<file path="src/rtl/sdp_request_gen.sv">
// Turns a start address plus alternating consecutive/jump word counts into
// one DRAM line request per distinct line touched, with stream framing.
module sdp_request_gen #(
  parameter int NUM_CHANNELS   = 4,
  parameter int WORDS_PER_LINE = 8,
  parameter int BANK_W         = 2,
  parameter int PAGE_W         = 4,
  parameter int CJ_W           = 12,
  parameter int ADDR_W         = $clog2(WORDS_PER_LINE) + $clog2(NUM_CHANNELS) + BANK_W + PAGE_W
) (
  input  logic                              clk,
  input  logic                              reset_poweron,
  input  logic                              cfg_valid,
  input  logic [ADDR_W-1:0]                 cfg_addr,
  output logic                              cfg_ready,
  input  logic                              cj_valid,
  input  logic [1:0]                        cj_cntl,
  input  logic [CJ_W-1:0]                   cj_value,
  output logic                              cj_ready,
  output logic                              req_valid,
  output logic [1:0]                        req_cntl,
  output logic [$clog2(NUM_CHANNELS)-1:0]   req_channel,
  output logic [BANK_W-1:0]                 req_bank,
  output logic [PAGE_W-1:0]                 req_page,
  output logic [$clog2(WORDS_PER_LINE)-1:0] req_word,
  input  logic                              req_ready,
  output logic                              complete,
  output logic [15:0]                       lines_issued,
  output logic                              err
);

  localparam int WW = $clog2(WORDS_PER_LINE);
  localparam int CW = $clog2(NUM_CHANNELS);
  localparam int LW = ADDR_W - WW;

  typedef enum logic [1:0] {IDLE, WAIT_CJ, CONS, DONE} state_t;

  state_t            state, state_nx;
  logic [ADDR_W-1:0] ptr;
  logic [LW-1:0]     cur_line, last_line;
  logic [WW-1:0]     cur_word;
  logic [CJ_W-1:0]   cur_rem;
  logic              cur_last, entry_eom, som_pend, last_valid, expect_jump;
  logic [1:0]        cntl_q;

  logic [ADDR_W-1:0] ptr_sum;
  logic [LW-1:0]     in_line, ld_line;
  logic [WW-1:0]     in_word, ld_word;
  logic [CJ_W-1:0]   in_room, cur_room, ld_rem, ld_room;
  logic              in_skip, in_none, ld_last, ld_eom, ld_som, req_fire;
  logic              cj_som_unused;

  assign cj_som_unused = cj_cntl[0];
  assign ptr_sum  = ptr + ADDR_W'(cj_value);
  assign in_word  = ptr[WW-1:0];
  assign in_line  = ptr[ADDR_W-1:WW];
  assign in_room  = CJ_W'(WORDS_PER_LINE) - CJ_W'(in_word);
  assign cur_room = CJ_W'(WORDS_PER_LINE) - CJ_W'(cur_word);
  // Only the first line of an entry can repeat the previously issued line.
  assign in_skip  = last_valid && (in_line == last_line);
  assign in_none  = (cj_value == '0) || (in_skip && (cj_value <= in_room));
  assign req_fire = (state == CONS) && req_ready;

  // Next request to present: first of a new entry, or the line after the current one.
  always_comb begin
    ld_line = cur_line + LW'(1);
    ld_word = '0;
    ld_rem  = cur_rem - cur_room;
    ld_eom  = entry_eom;
    ld_som  = 1'b0;
    if (state == WAIT_CJ) begin
      if (in_skip) begin
        ld_line = in_line + LW'(1);
        ld_rem  = cj_value - in_room;
      end else begin
        ld_line = in_line;
        ld_word = in_word;
        ld_rem  = cj_value;
      end
      ld_eom = cj_cntl[1];
      ld_som = som_pend;
    end
    ld_room = CJ_W'(WORDS_PER_LINE) - CJ_W'(ld_word);
    ld_last = ld_rem <= ld_room;
  end

  always_ff @(posedge clk or posedge reset_poweron) begin
    if (reset_poweron) state <= IDLE;
    else               state <= state_nx;
  end

  always_comb begin
    state_nx = state;
    case (state)
      IDLE:    if (cfg_valid) state_nx = WAIT_CJ;
      WAIT_CJ: if (cj_valid) begin
        if (expect_jump || in_none) state_nx = cj_cntl[1] ? DONE : WAIT_CJ;
        else                        state_nx = CONS;
      end
      CONS:    if (req_ready && cur_last) state_nx = entry_eom ? DONE : WAIT_CJ;
      DONE:    state_nx = IDLE;
      default: state_nx = IDLE;
    endcase
  end

  always_comb begin
    cfg_ready = (state == IDLE) && !reset_poweron;
    cj_ready  = (state == WAIT_CJ);
    req_valid = (state == CONS);
    complete  = (state == DONE);
  end

  always_ff @(posedge clk or posedge reset_poweron) begin
    if (reset_poweron) begin
      ptr          <= '0;
      cur_line     <= '0;
      cur_word     <= '0;
      cur_rem      <= '0;
      cur_last     <= 1'b0;
      cntl_q       <= '0;
      entry_eom    <= 1'b0;
      som_pend     <= 1'b0;
      last_line    <= '0;
      last_valid   <= 1'b0;
      expect_jump  <= 1'b0;
      lines_issued <= '0;
      err          <= 1'b0;
    end else begin
      if (state == IDLE && cfg_valid) begin
        ptr          <= cfg_addr;
        lines_issued <= '0;
        last_valid   <= 1'b0;
        expect_jump  <= 1'b0;
        som_pend     <= 1'b1;
      end
      if (state == WAIT_CJ && cj_valid) begin
        expect_jump <= !expect_jump;
        ptr         <= ptr_sum;
        if (expect_jump) begin
          if (cj_cntl[1]) err <= 1'b1;
        end else begin
          entry_eom <= cj_cntl[1];
        end
      end
      if (req_fire) begin
        if (lines_issued != '1) lines_issued <= lines_issued + 16'd1;
        last_line  <= cur_line;
        last_valid <= 1'b1;
        som_pend   <= 1'b0;
      end
      if ((state == WAIT_CJ && cj_valid && !expect_jump && !in_none) ||
          (req_fire && !cur_last)) begin
        cur_line <= ld_line;
        cur_word <= ld_word;
        cur_rem  <= ld_rem;
        cur_last <= ld_last;
        cntl_q   <= {ld_eom && ld_last, ld_som};
      end
    end
  end

  assign req_cntl    = cntl_q;
  assign req_channel = cur_line[CW-1:0];
  assign req_bank    = cur_line[CW +: BANK_W];
  assign req_page    = cur_line[CW+BANK_W +: PAGE_W];
  assign req_word    = cur_word;

endmodule

</file>
<file path="config.mk">
export PLATFORM = sky130hd
export DESIGN_NAME = sdp_request_gen
export DESIGN_NICKNAME = d
export VERILOG_FILES = /design/src/rtl/sdp_request_gen.sv
export SDC_FILE = /design/constraint.sdc
export NUM_CORES = 1
export LEC_CHECK = 0
export BUFFER_PORTS_ARGS = -buffer_cell sky130_fd_sc_hd__clkbuf_2
export CAP_MARGIN = 5
export CORE_MARGIN = 1
export CORE_UTILIZATION = 53
export DETAILED_ROUTE_END_ITERATION = 7
export MAX_ROUTING_LAYER = met4
export PLACE_DENSITY = 0.77
export RECOVER_POWER = 100
export SLEW_MARGIN = 25
export SYNTH_ARGS = -nofsm -noshare
export SYNTH_HDL_FRONTEND = slang
export SYNTH_SLANG_ARGS = --single-unit
</file>
<file path="constraint.sdc">
create_clock -name clk -period 3 [get_ports clk]
set_clock_uncertainty 0.05 [all_clocks]
set_input_delay 0.3 -clock clk [delete_from_list [all_inputs] [get_ports clk]]
set_output_delay 0.3 -clock clk [all_outputs]
set_load 0.01 [all_outputs]
</file>
==> key figures, run 1 <==
Run status
  • Failing checks: setup timing
  • Status: finished with violations

Die
  • Die X: 96.0 microns
  • Die Y: 96.0 microns
  • IO Count: 64
  • Starting Density: ~56%
  • Row count: 33
  • Core area: 8380 sq um
  • Die ar.: just over 9000 sq um

Timing
  • Worst-Margin Slew: 1.22 ns
  • Final setup fails: 3
  • Max Clock Freq: 331 MHz
  • RSZ-0062 raised after global routing: true
  • Post-route clock period utilization: 101%
  • Final Hold Vio Count: 0
  • Relative slew slack: 18.7%
  • Slew Limit Fails: 0
  • Post-route minimum period: a little over 3 ns
  • Setup slack after layout: -0.0247 ns

Clock tree
  • Clk_lat worst skew: roughly 0.37 ns
  • Root Buffer: clkbuf_8
  • CTS clk-pin slew, worst paths: 0.09 ns
  • # clock sinks: 68
  • Clk buf depth: 2
  • Max H-tree Level: 3
  • Cts bufs inserted: 9
  • TritonCTS clock tree: done

Global routing
  • Grt total ovfl: 0
  • Pin count of the biggest net entering global routing: 26
  • First-pass GRT wire length: around 21000 microns
  • Initial antenna violation count: 0
  • Grt met1 use: slightly above 40%
  • Met3 usage: 6.87%
  • Layer with the highest usage: met2
  • GR Util met2: 49.8%
  • All-Layer GR Usage: around 32%
  • Vias in the first global route: 4393

Logic synthesis
  • Synth warn: 0
  • Number of synthesized register bits: 68
  • Synth Flop Type: dfrtp_1
  • Asr flop ratio synth: 100%
  • Post-synthesis area per instance: 8.56 sq um
  • Syn Std Cell Area: roughly 4700 sq um
  • Post-synthesis cell type count: 52
  • Seq/Total Area, Yosys: 36.4%
  • Synth Instances: approximately 550
  • Syn nets: 608
  • EDFF count, synth: 0

Pwr
  • VDD IR max: 0.682 mV
  • Pwr Density: 1210 nW/um^2
  • Int Pwr: 3.81 mW
  • Pwr Total: about 7.2 mW
  • Psw: 3.41 mW
  • Switching share of power: a little under half
  • Leak pwr: approximately 2.7 nW
  • Reg power frac: 22.6%
  • Clock share of power: 11.4%
  • Combinational Power Share: 66.0%

Placed design
  • I/O Buffers: slightly above 60
  • DP Cell Count: 747
  • Placed wire-length estimate: around 10000 microns
  • GPL Wtd Cong: 0.955

Setup path
  • WP data required: 3.25 ns
  • CP Launch Type: flop
  • Arrival time at the worst endpoint: 3.28 ns
  • Critical Path, Cell by Cell: inv_2 > ha_4 > xor2_2 > ha_1 > a21o_1 > buf_6 > a21o_1 > a2111oi_4 > o211ai_1 > a21oi_2 > buf_6 > a2111oi_4 > nand4_1 > o21ai_1
  • Worst-path maximum fanout: 3
  • WS Path Type: reg -> reg
  • Slowest stage delay, CP: 0.38 ns
  • Worst path slowest cell: dfrtp_1
  • CP Capture Type: flop

Drt
  • Residual DRC: 0
  • Initial DRC count: 299
  • DR vias: 4670
  • Number of vias per cell: 6.02
  • DR pass1 iterations: 5
  • Routed len/inst: 18.1 microns
  • Drt total wl: 14000 microns
  • Post-route ant nets: 0

Finish
  • Final non-filler cell total: 776
  • Fin nets: between 700 and 800
  • Area of the multi-input gates: 3070 sq um
  • Share of cells above drive strength 1: about a quarter
  • Register area: about 1700 sq um
  • Diode count: 0
  • Area grow syn2layout: 28.0%
  • # fillers: between 600 and 700

Min path
  • Min-Delay Path Class: in -> reg

Run
  • Max_cap viols: 0
[metrics by stage]
step           setup WS (ns)  instance area, sq um  setup TNS [ns]  utilization, %  hold slack, ns
2_1_floorplan        0.00435                  4690               0               -           0.395
3_3_place_gp         -0.0883                  5470          -0.190            65.2           0.306
3_5_place_dp          -0.168                  5470          -0.429            65.2           0.322
4_1_cts              -0.0522                  5750         -0.0522            68.6           0.107
5_1_grt               -0.153                  5990           -1.79            71.5           0.119
6_report             -0.0247                  5990         -0.0389            71.5           0.105
[synthesized netlist by cell type (9+ instances only)]
cell type | instances | share of area [%]
a21oi_1 | 34 | 3.6
a31oi_1 | 9 | 1.2
and3_1 | 10 | 1.3
clkbuf_1 | 12 | 0.96
dfrtp_1 | 68 | 36
ha_1 | 28 | 7.5
inv_1 | 24 | 1.9
mux2_2 | 9 | 2.2
mux2i_1 | 13 | 2.8
nand2_1 | 91 | 7.3
nand3_1 | 23 | 2.5
nand4_1 | 12 | 1.6
nor2_1 | 37 | 3.0
nor3_1 | 10 | 1.1
o21ai_0 | 29 | 3.1
o21ai_1 | 9 | 0.96
xnor2_1 | 26 | 4.9
xor2_1 | 12 | 2.2
[cells in the final DEF (no fill, tap or decap), types with 6 or more instances in the layout]
cell / count
mux2_2: 9
clkbuf_2: 30
nand4_1: 12
clkbuf_1: 36
a31oi_1: 9
o21ai_1: 7
nor2b_1: 6
o21ai_0: 26
xor2_1: 11
nand2_1: 80
inv_1: 22
nor2_1: 36
ha_1: 23
clkbuf_8: 9
mux2i_1: 13
nand2_2: 6
and2_1: 6
dfrtp_1: 68
buf_4: 50
nor3_1: 8
and3_1: 10
xnor2_1: 26
nand3_1: 22
a21oi_1: 31
[layout make-up]
class / count / share of cell area [%]
flip-flops and latches: 68 / 28.4
multi-input cells: 437 / 51.2
clock buffers: 9 / 2.07
clock inverters: 7 / 1.38
inverters: 25 / 1.57
repair buffers: 125 / 13.2
well taps: 105 / 2.19
[path summary, 6_finish.rpt]
check                              start           to  slack (ns)  cells after the start
min                          cfg_addr[4]       ptr[4]        0.11                      3
max                               ptr[0]  req_cntl[1]       -0.02                     14
min in group asynchronous  reset_poweron    entry_eom        0.65                      3
max in group asynchronous  reset_poweron  req_cntl[0]        0.61                      4
max reg2reg                       ptr[0]  req_cntl[1]       -0.02                     14
min reg2reg                  req_cntl[0]  req_cntl[0]        0.42                      2
[worst max-delay path: cells and delay by family, from the launching register on]
family	cells	cell delay (ns)
adders and majority gates	2	0.47
DFF	1	0.38
xor gates and xnor gates	1	0.17
AOI/OAI and AO/OA	7	1.37
and+or+nand+nor	1	0.17
buffers and inverters	3	0.34
[logic make-up after synthesis]
family	synth area share, %
xor+xnor	7.11
compound gates	16.8
simple gates	22.6
mux	4.95
flops	36.4
buf+inv	3.47
fa+ha+maj	8.77
[metal layers]
layer / up-vias / share of wire (%)
li1: 2193 / -
met1: 2209 / 42
met2: 222 / 47
met3: 46 / 7.7
met4: 0 / 3.0
met5: - / 0
[timing repair]
| action | CTS | global route |
|---|---|---|
| gates resized for setup | 9 | 47 |
| pin swaps | 12 | 22 |
| endpoints found under the setup margin | 20 | 28 |
| buffers inserted | 3 | 8 |
| hold buffers | 1 | 0 |
| hold endpoints to repair | 23 | 0 |
| gates cloned | 0 | 1 |
[power groups by stage]
| stage | sequential (mW) | combinational [mW] | clock [mW] |
|---|---|---|---|
| 6_report | 1.63 | 4.77 | 0.824 |
| 2_1_floorplan | 1.61 | 2.61 | 0 |
| 3_3_place_gp | 1.60 | 3.85 | 0 |
| 4_1_cts | 1.60 | 4.14 | 0.826 |
| 3_5_place_dp | 1.62 | 4.00 | 0 |
| 5_1_grt | 1.68 | 5.18 | 0.874 |
[registers in the layout, indices dropped and copies added (netlist names), 2 cells and up]
name          count
ptr              11
lines_issued     16
req_word          3
cur_line          8
cur_rem          12
state             2
last_line         8
req_cntl          2
Power figures use the tool's default switching activity.
==> run 2: changes to the inputs <==
ABC_AREA = 1   (was default)
CORE_UTILIZATION = 54   (was 53)
PLACE_DENSITY = 0.78   (was 0.77)
==> run 2 against run 1 <==
The run now ends clean. Synthesized cell count rose by 41%. First-iteration DRC count down 12%. Worst hold slack better by 0.047 ns. Combinational power shrank 9.9%. Non-clock buffer count shrank 35. Routed wire length increased by 3.9%. Maximum frequency increased by 4.6%. Power fell by 7.3%. Utilization fell by 6.4 points. Largest cell class unchanged. Largest power group unchanged. Highest routed layer unchanged.
==> key figures, run 2 <==
Logic synthesis
  • Number of synthesized register bits: 68 (unchanged)
  • Synth area leaders: dfrtp_1 (32%), nand2_1 (16%), inv_1 (7.2%)
  • Seq/Total Area, Yosys: 32.3% (-4.0 points)
  • Post-synth top area cell: dfrtp_1
  • Post-synth top cells: nand2_1 (221), inv_1 (101), nor2_1 (70), dfrtp_1 (68), nand3_1 (64)
  • Synth Flop Type: dfrtp_1
  • Syn nets: 835 (+37%)
  • Synth Instances: 774 (+41%)
  • Post-synthesis area per instance: 6.80 sq um (-21%)
  • Syn Std Cell Area: 5270 sq um (+12%)
  • Post-synthesis cell type count: 45 (-13%)
  • EDFF count, synth: 0 (unchanged)
  • Post-synth top area share: 32.3% (-4.0 points)
  • Count leader, synth: nand2_1
  • Asr flop ratio synth: 100% (unchanged)
  • Synth warn: 0 (unchanged)

Finish
  • Commonest non-fill, non-tap cell in the layout: nand2_1
  • Fin util: 65.1% (-6.4 points)
  • Largest reg by FF count: lines_issued
  • Diode count: 0 (unchanged)
  • Area grow syn2layout: 15.3%
  • Commonest cells after routing, fill and taps aside: nand2_1 (218), inv_1 (97), nor2_1 (70)
  • Max reg flops: 16 (unchanged)
  • Fin nets: 921 (+27%)
  • Top Registers: lines_issued (16), cur_rem (12), ptr (11)
  • Share of cells above drive strength 1: 13.5% (-11 points)
  • Final non-filler cell total: 994 (+28%)

Drt
  • DR pass1 iterations: 5 (unchanged)
  • Number of vias per cell: 5.36 (-11%)
  • Routed len/inst: 14.7 microns (-19%)
  • Initial DRC count: 264 (-12%)
  • Drt total wl: 14600 microns (+3.9%)
  • DR vias: 5323 (+14%)
  • Residual DRC: 0 (unchanged)
  • Post-route ant nets: 0 (unchanged)

Clock tree
  • Clk buf depth: 2 (unchanged)
  • TritonCTS clock tree: done
  • Max H-tree Level: 3 (unchanged)
  • # clock sinks: 68 (unchanged)
  • Clk_lat worst skew: 0.36 ns (about the same)
  • Root Buffer: clkbuf_8
  • Cts bufs inserted: 9 (unchanged)
  • CTS clk-pin slew, worst paths: 0.08 ns (about the same)
  • Hold buffers post-CTS: 0 (-1)

Setup path
  • CP Launch Type: flop
  • Arrival time at the worst endpoint: 3.15 ns (-0.13 ns)
  • Reg2Reg Depth: 20 (+6)
  • WS Path Type: reg -> reg
  • WP data required: 3.26 ns (about the same)
  • Worst reg2reg setup slack: 0.11 ns (+0.13 ns)
  • Reg2Reg Launch Point: ptr[0]
  • Worst-path maximum fanout: 3 (unchanged)
  • CP Capture Type: flop
  • Reg2reg end: req_cntl[1]
  • Crit path launch: ptr[0]

Min path
  • Min-Delay Path Class: in -> reg
  • WHS Endpoint: ptr[1]
  • Hold Crit Start: cfg_addr[1]
  • Hold path depth: 3 (unchanged)

Placed design
  • Place WS: 0.0269 ns (+0.194 ns)
  • I/O Buffers: 62 (unchanged)
  • GPL Wtd Cong: 0.963 (+0.81%)
  • Placed wire-length estimate: 11000 microns (+13%)
  • DP Cell Count: 975 (+31%)

Global routing
  • All-Layer GR Usage: 31.3% (-0.82 points)
  • Initial antenna violation count: 0 (unchanged)
  • Grt total ovfl: 0 (unchanged)
  • First-pass GRT wire length: 23800 microns (+12%)
  • Vias in the first global route: 5083 (+16%)
  • Pin count of the biggest net entering global routing: 39 (+50%)

Timing
  • Relative slew slack: 17.2% (-1.6 points)
  • Final Hold Vio Count: 0 (unchanged)
  • Post-route minimum period: 2.89 ns (-0.133 ns)
  • Final setup fails: 0 (-3)
  • RSZ-0062 raised after global routing: true
  • Setup TNS: 0 ns (+0.0389 ns)
  • Worst-Margin Slew: 1.24 ns (+0.0226 ns)
  • Slew Limit Fails: 0 (unchanged)
  • Setup slack after layout: 0.108 ns (+0.133 ns)
  • Post-route clock period utilization: 96.4% (-4.4 points)
  • Max Clock Freq: 346 MHz (+4.6%)

Pwr
  • Pwr Density: 1100 nW/um^2 (-8.5%)
  • Pwr Total: 6.69 mW (-7.3%)
  • VDD IR max: 0.631 mV (-7.6%)
  • Leak pwr: 3.06 nW (+11%)

Die
  • IO Count: 64 (unchanged)
  • Die X: 101 microns (+5.0%)
  • Core area: 9330 sq um (+11%)
  • Die Y: 101 microns (+5.0%)
  • Row count: 35 (+6.1%)
  • Starting Density: 56.4% (+0.60 points)
  • Die ar.: 10100 sq um (+10%)

Run status
  • Status: completed

Run
  • Max_cap viols: 0 (unchanged)
run 2: changes by cell type after synthesis, moves of 13 or more:
cell     before  now
nand3_1      23   64
nand2_1      91  221
nor2_1       37   70
xnor2_1      26    4
inv_1        24  101
o21ai_1       9   22
o21ai_0      29   47
run 2: per-layer routing:
metal	routed length (microns)	part of all wire, %	global-route usage [%]
met1	6540	45	38.2
met2	7000	48	52.6
met3	716	4.9	4.44
met4	320	2.2	12.4
met5	0	0	-
run 2: final cells by class:
class                           count  area [sq um]
Clock buffer                        9           124
Clock inverter                      7          75.1
Fill cell                         887          3260
Inverter                          114           430
Multi-Input combinational cell    577          3100
Sequential cell                    68          1700
Tap cell                          129           161
Timing Repair Buffer               90           475
run 2: kinds of logic after synthesis:
| kind of cell | count (synthesis) | share of synthesized area, % |
|---|---|---|
| flip-flops | 68 | 32.3 |
| multiplexers | 3 | 0.570 |
| AO/OA/AOI/OAI | 132 | 14.1 |
| buffers and inverters | 129 | 9.79 |
| XOR/XNOR | 18 | 2.99 |
| adder cells (fa/ha/maj) | 31 | 7.79 |
| AND/OR/NAND/NOR | 393 | 32.4 |
run 2: how the worst max path moves through the flow:
| stage | end | slack (ns) | cells past startpoint |
|---|---|---|---|
| 2_1_floorplan | req_cntl[1] | 0.24 | 20 |
| 3_3_place_gp | req_cntl[1] | 0.07 | 20 |
| 3_5_place_dp | req_cntl[1] | 0.03 | 20 |
| 4_1_cts | req_cntl[1] | 0.008 | 20 |
| 5_1_grt | req_cntl[1] | -0.04 | 20 |
| 6_report | req_cntl[1] | 0.11 | 20 |
run 2: power breakdown:
part	switching (mW)	leakage, nW	internal [mW]	total [mW]
sequential	0.342	0.849	1.26	1.60
clock	0.409	0.0918	0.386	0.795
combinational	2.64	2.12	1.65	4.30
run 2: metrics by stage:
stage | hold WS [ns] | instance area, sq um
3_3_place_gp | 0.383 | 5850
5_1_grt | 0.163 | 6070
2_1_floorplan | 0.371 | 5270
3_5_place_dp | 0.408 | 5850
6_report | 0.152 | 6070
4_1_cts | 0.0181 | 6050
run 2: timing repair:
action | 4_1_cts | 5_1_grt
endpoints found under the setup margin | 0 | 2
resized for setup | 0 | 23
setup buffers | 0 | 3
run 2: critical path, cell delays in order (launching register included):
cell and delay, ns:
dfrtp_1 0.37, inv_2 0.06, ha_4 0.16, xor2_2 0.14, ha_1 0.33, nand2_2 0.09
inv_2 0.04, nand2_2 0.05, nand3_2 0.07, xor2_1 0.15, nand2_1 0.07, o21ai_2 0.06
a21oi_2 0.20, ha_4 0.23, a21oi_2 0.11, o21ai_1 0.07, o21ai_1 0.14, nand3_1 0.16
nor2_2 0.15, nand3_1 0.08, nand2_1 0.07
==> run 3: changes to the inputs <==
MAX_ROUTING_LAYER = default   (was met4)
==> run 3 against run 2 <==
Combinational power decreased by 1%. Global-route usage is 1.5 points lower. Power grew 2.7%. Maximum frequency is 2.2% higher. Flip-flop and latch count did not move. Critical path type unchanged. Largest cell class unchanged. Largest power group unchanged. Highest routed layer unchanged.
==> key figures, run 3 (synthesis results as in run 2) <==
Pwr
  • Pwr Density: 1130 nW/um^2 (+2.4%)
  • Leak pwr: 3.08 nW (+0.80%)
  • Pwr Total: 6.87 mW (+2.7%)
  • VDD IR max: 0.576 mV (-8.6%)

Finish
  • Share of cells above drive strength 1: 12.0% (-1.5 points)
  • Fin nets: 924 (+0.33%)
  • Diode count: 0 (unchanged)
  • # fillers: 872 (-1.7%)
  • Area grow syn2layout: 15.6%
  • Commonest cells after routing, fill and taps aside: nand2_1 (219), inv_1 (101), nor2_1 (72)
  • Commonest non-fill, non-tap cell in the layout: nand2_1
  • Top Registers: lines_issued (16), cur_rem (12), ptr (11)
  • Final Cell Area: 6090 sq um (+0.25%)
  • Largest reg by FF count: lines_issued
  • Max reg flops: 16 (unchanged)

Setup path
  • Arrival time at the worst endpoint: 3.08 ns (-0.07 ns)
  • Worst-path maximum fanout: 4 (+1)
  • CP Capture Type: flop
  • WP data required: 3.25 ns (about the same)
  • WS Path Type: reg -> reg
  • CP Launch Type: flop

Clock tree
  • Cts bufs inserted: 9 (unchanged)
  • Root Buffer: clkbuf_8
  • CTS clk-pin slew, worst paths: 0.08 ns (about the same)
  • TritonCTS clock tree: done
  • Clk buf depth: 2 (unchanged)
  • Max H-tree Level: 3 (unchanged)
  • # clock sinks: 68 (unchanged)
  • Clk_lat worst skew: 0.36 ns (about the same)

Drt
  • Post-route ant nets: 0 (unchanged)
  • DR pass1 iterations: 5 (unchanged)
  • Drt total wl: 14500 microns (-0.79%)
  • Initial DRC count: 281 (+6.4%)
  • Routed len/inst: 14.5 microns (-0.99%)
  • Number of vias per cell: 5.40 (+0.91%)
  • DR vias: 5382 (+1.1%)
  • Residual DRC: 0 (unchanged)

Placed design
  • Placed Area: 5820 sq um (-0.60%)
  • Placed wire-length estimate: 11000 microns (about the same)
  • GPL Wtd Cong: 0.949 (-1.4%)
  • I/O Buffers: 62 (unchanged)

Die
  • IO Count: 64 (unchanged)
  • Core area: 9330 sq um (unchanged)
  • Row count: 35 (unchanged)
  • Die Y: 101 microns (unchanged)
  • Starting Density: 56.4% (unchanged)
  • Die ar.: 10100 sq um (unchanged)
  • Die X: 101 microns (unchanged)

Global routing
  • Grt total ovfl: 0 (unchanged)
  • Initial antenna violation count: 0 (unchanged)
  • First-pass GRT wire length: 23700 microns (-0.61%)
  • Pin count of the biggest net entering global routing: 30 (-23%)
  • Vias in the first global route: 5199 (+2.3%)
  • Met3 usage: 4.85% (+0.42 points)
  • Grt met1 use: 37.0% (-1.2 points)
  • Layer with the highest usage: met2
  • All-Layer GR Usage: 29.8% (-1.5 points)
  • GR Util met2: 52.1% (-0.58 points)

Timing
  • Final Hold Vio Count: 0 (unchanged)
  • Fin Hold WS: 0.166 ns (+0.0137 ns)
  • Worst-Margin Slew: 1.09 ns (-0.150 ns)
  • Slew Limit Fails: 0 (unchanged)
  • Max Clock Freq: 353 MHz (+2.2%)
  • Post-route clock period utilization: 94.3% (-2.1 points)
  • Post-route minimum period: 2.83 ns (-0.0620 ns)
  • Final setup fails: 0 (unchanged)
  • RSZ-0062 raised after global routing: true
  • Relative slew slack: 27.2% (+10 points)
  • Setup TNS: 0 ns (unchanged)

Min path
  • Min-Delay Path Class: in -> reg

Run status
  • Status: completed

Run
  • Max_cap viols: 0 (unchanged)
run 3: cell count changes in the layout (fill, tap and decap cells not counted), moves of 2 or more:
cell        previous run  this run
inv_2                 14         9
clkinvlp_4             3         1
buf_4                 27        25
inv_1                 97       101
bufinv_16              1         4
buf_6                  0         2
nor2_8                 2         0
nor2_1                70        72
run 3: area by class of cell:
class	instances	area, sq um	area share, %
Sequential cell	68	1700	28.0
Clock inverter	6	136	2.24
Clock buffer	9	124	2.03
Multi-Input combinational cell	577	3030	49.8
Tap cell	129	161	2.65
Timing Repair Buffer	93	502	8.24
Inverter	114	429	7.05
run 3: worst paths after layout:
path | from | endpoint | slack (ns) | cells past startpoint
hold / removal | cfg_addr[10] | ptr[10] | 0.17 | 3
hold reg to reg | req_cntl[0] | req_cntl[0] | 0.44 | 2
setup / recovery | ptr[1] | req_cntl[1] | 0.17 | 20
min in group asynchronous | reset_poweron | lines_issued[13] | 0.72 | 3
max in group asynchronous | reset_poweron | ptr[3] | 0.85 | 4
setup reg to reg | ptr[1] | req_cntl[1] | 0.17 | 20
run 3: worst max-delay path: stages (launching register included):
cell and delay [ns]:
dfrtp_1 0.36, inv_2 0.06, ha_4 0.15, xor2_1 0.15
ha_1 0.37, nand2_2 0.09, inv_2 0.07, nand2_2 0.05
nand3_2 0.07, xor2_1 0.15, nand2_1 0.08, o21ai_2 0.07
a21oi_2 0.07, ha_1 0.31, a21oi_1 0.12, o21ai_1 0.08
o21ai_1 0.11, nand3_1 0.12, nor2_2 0.11, nand3_1 0.08
nand2_1 0.06
run 3: power breakdown:
part | leakage (nW) | switching (mW) | internal, mW
Sequential | 0.850 | 0.358 | 1.26
Clock | 0.126 | 0.385 | 0.635
Combinational | 2.11 | 2.58 | 1.66
run 3: timing repair:
action,in CTS,in global routing
resized for setup,2,18
endpoints found under the hold margin,27,0
endpoints found under the setup margin,2,13
hold buffers,1,0
setup buffers,5,3
pin swaps,6,9
run 3: stage by stage:
step	worst slack (ns)	std cells	utilization [%]
global placement	0.0584	972	62.4
finish	0.170	996	65.3
global route	-0.0757	996	65.3
CTS	0.00355	993	65.7
detailed placement	0.0162	972	62.4
floorplan	0.239	774	-
run 3: layer usage:
layer  part of all wire [%]  routed length, microns
met5                      0                       0
met3                    5.6                     811
met1                     42                    6130
met4                    3.0                     432
met2                     49                    7080
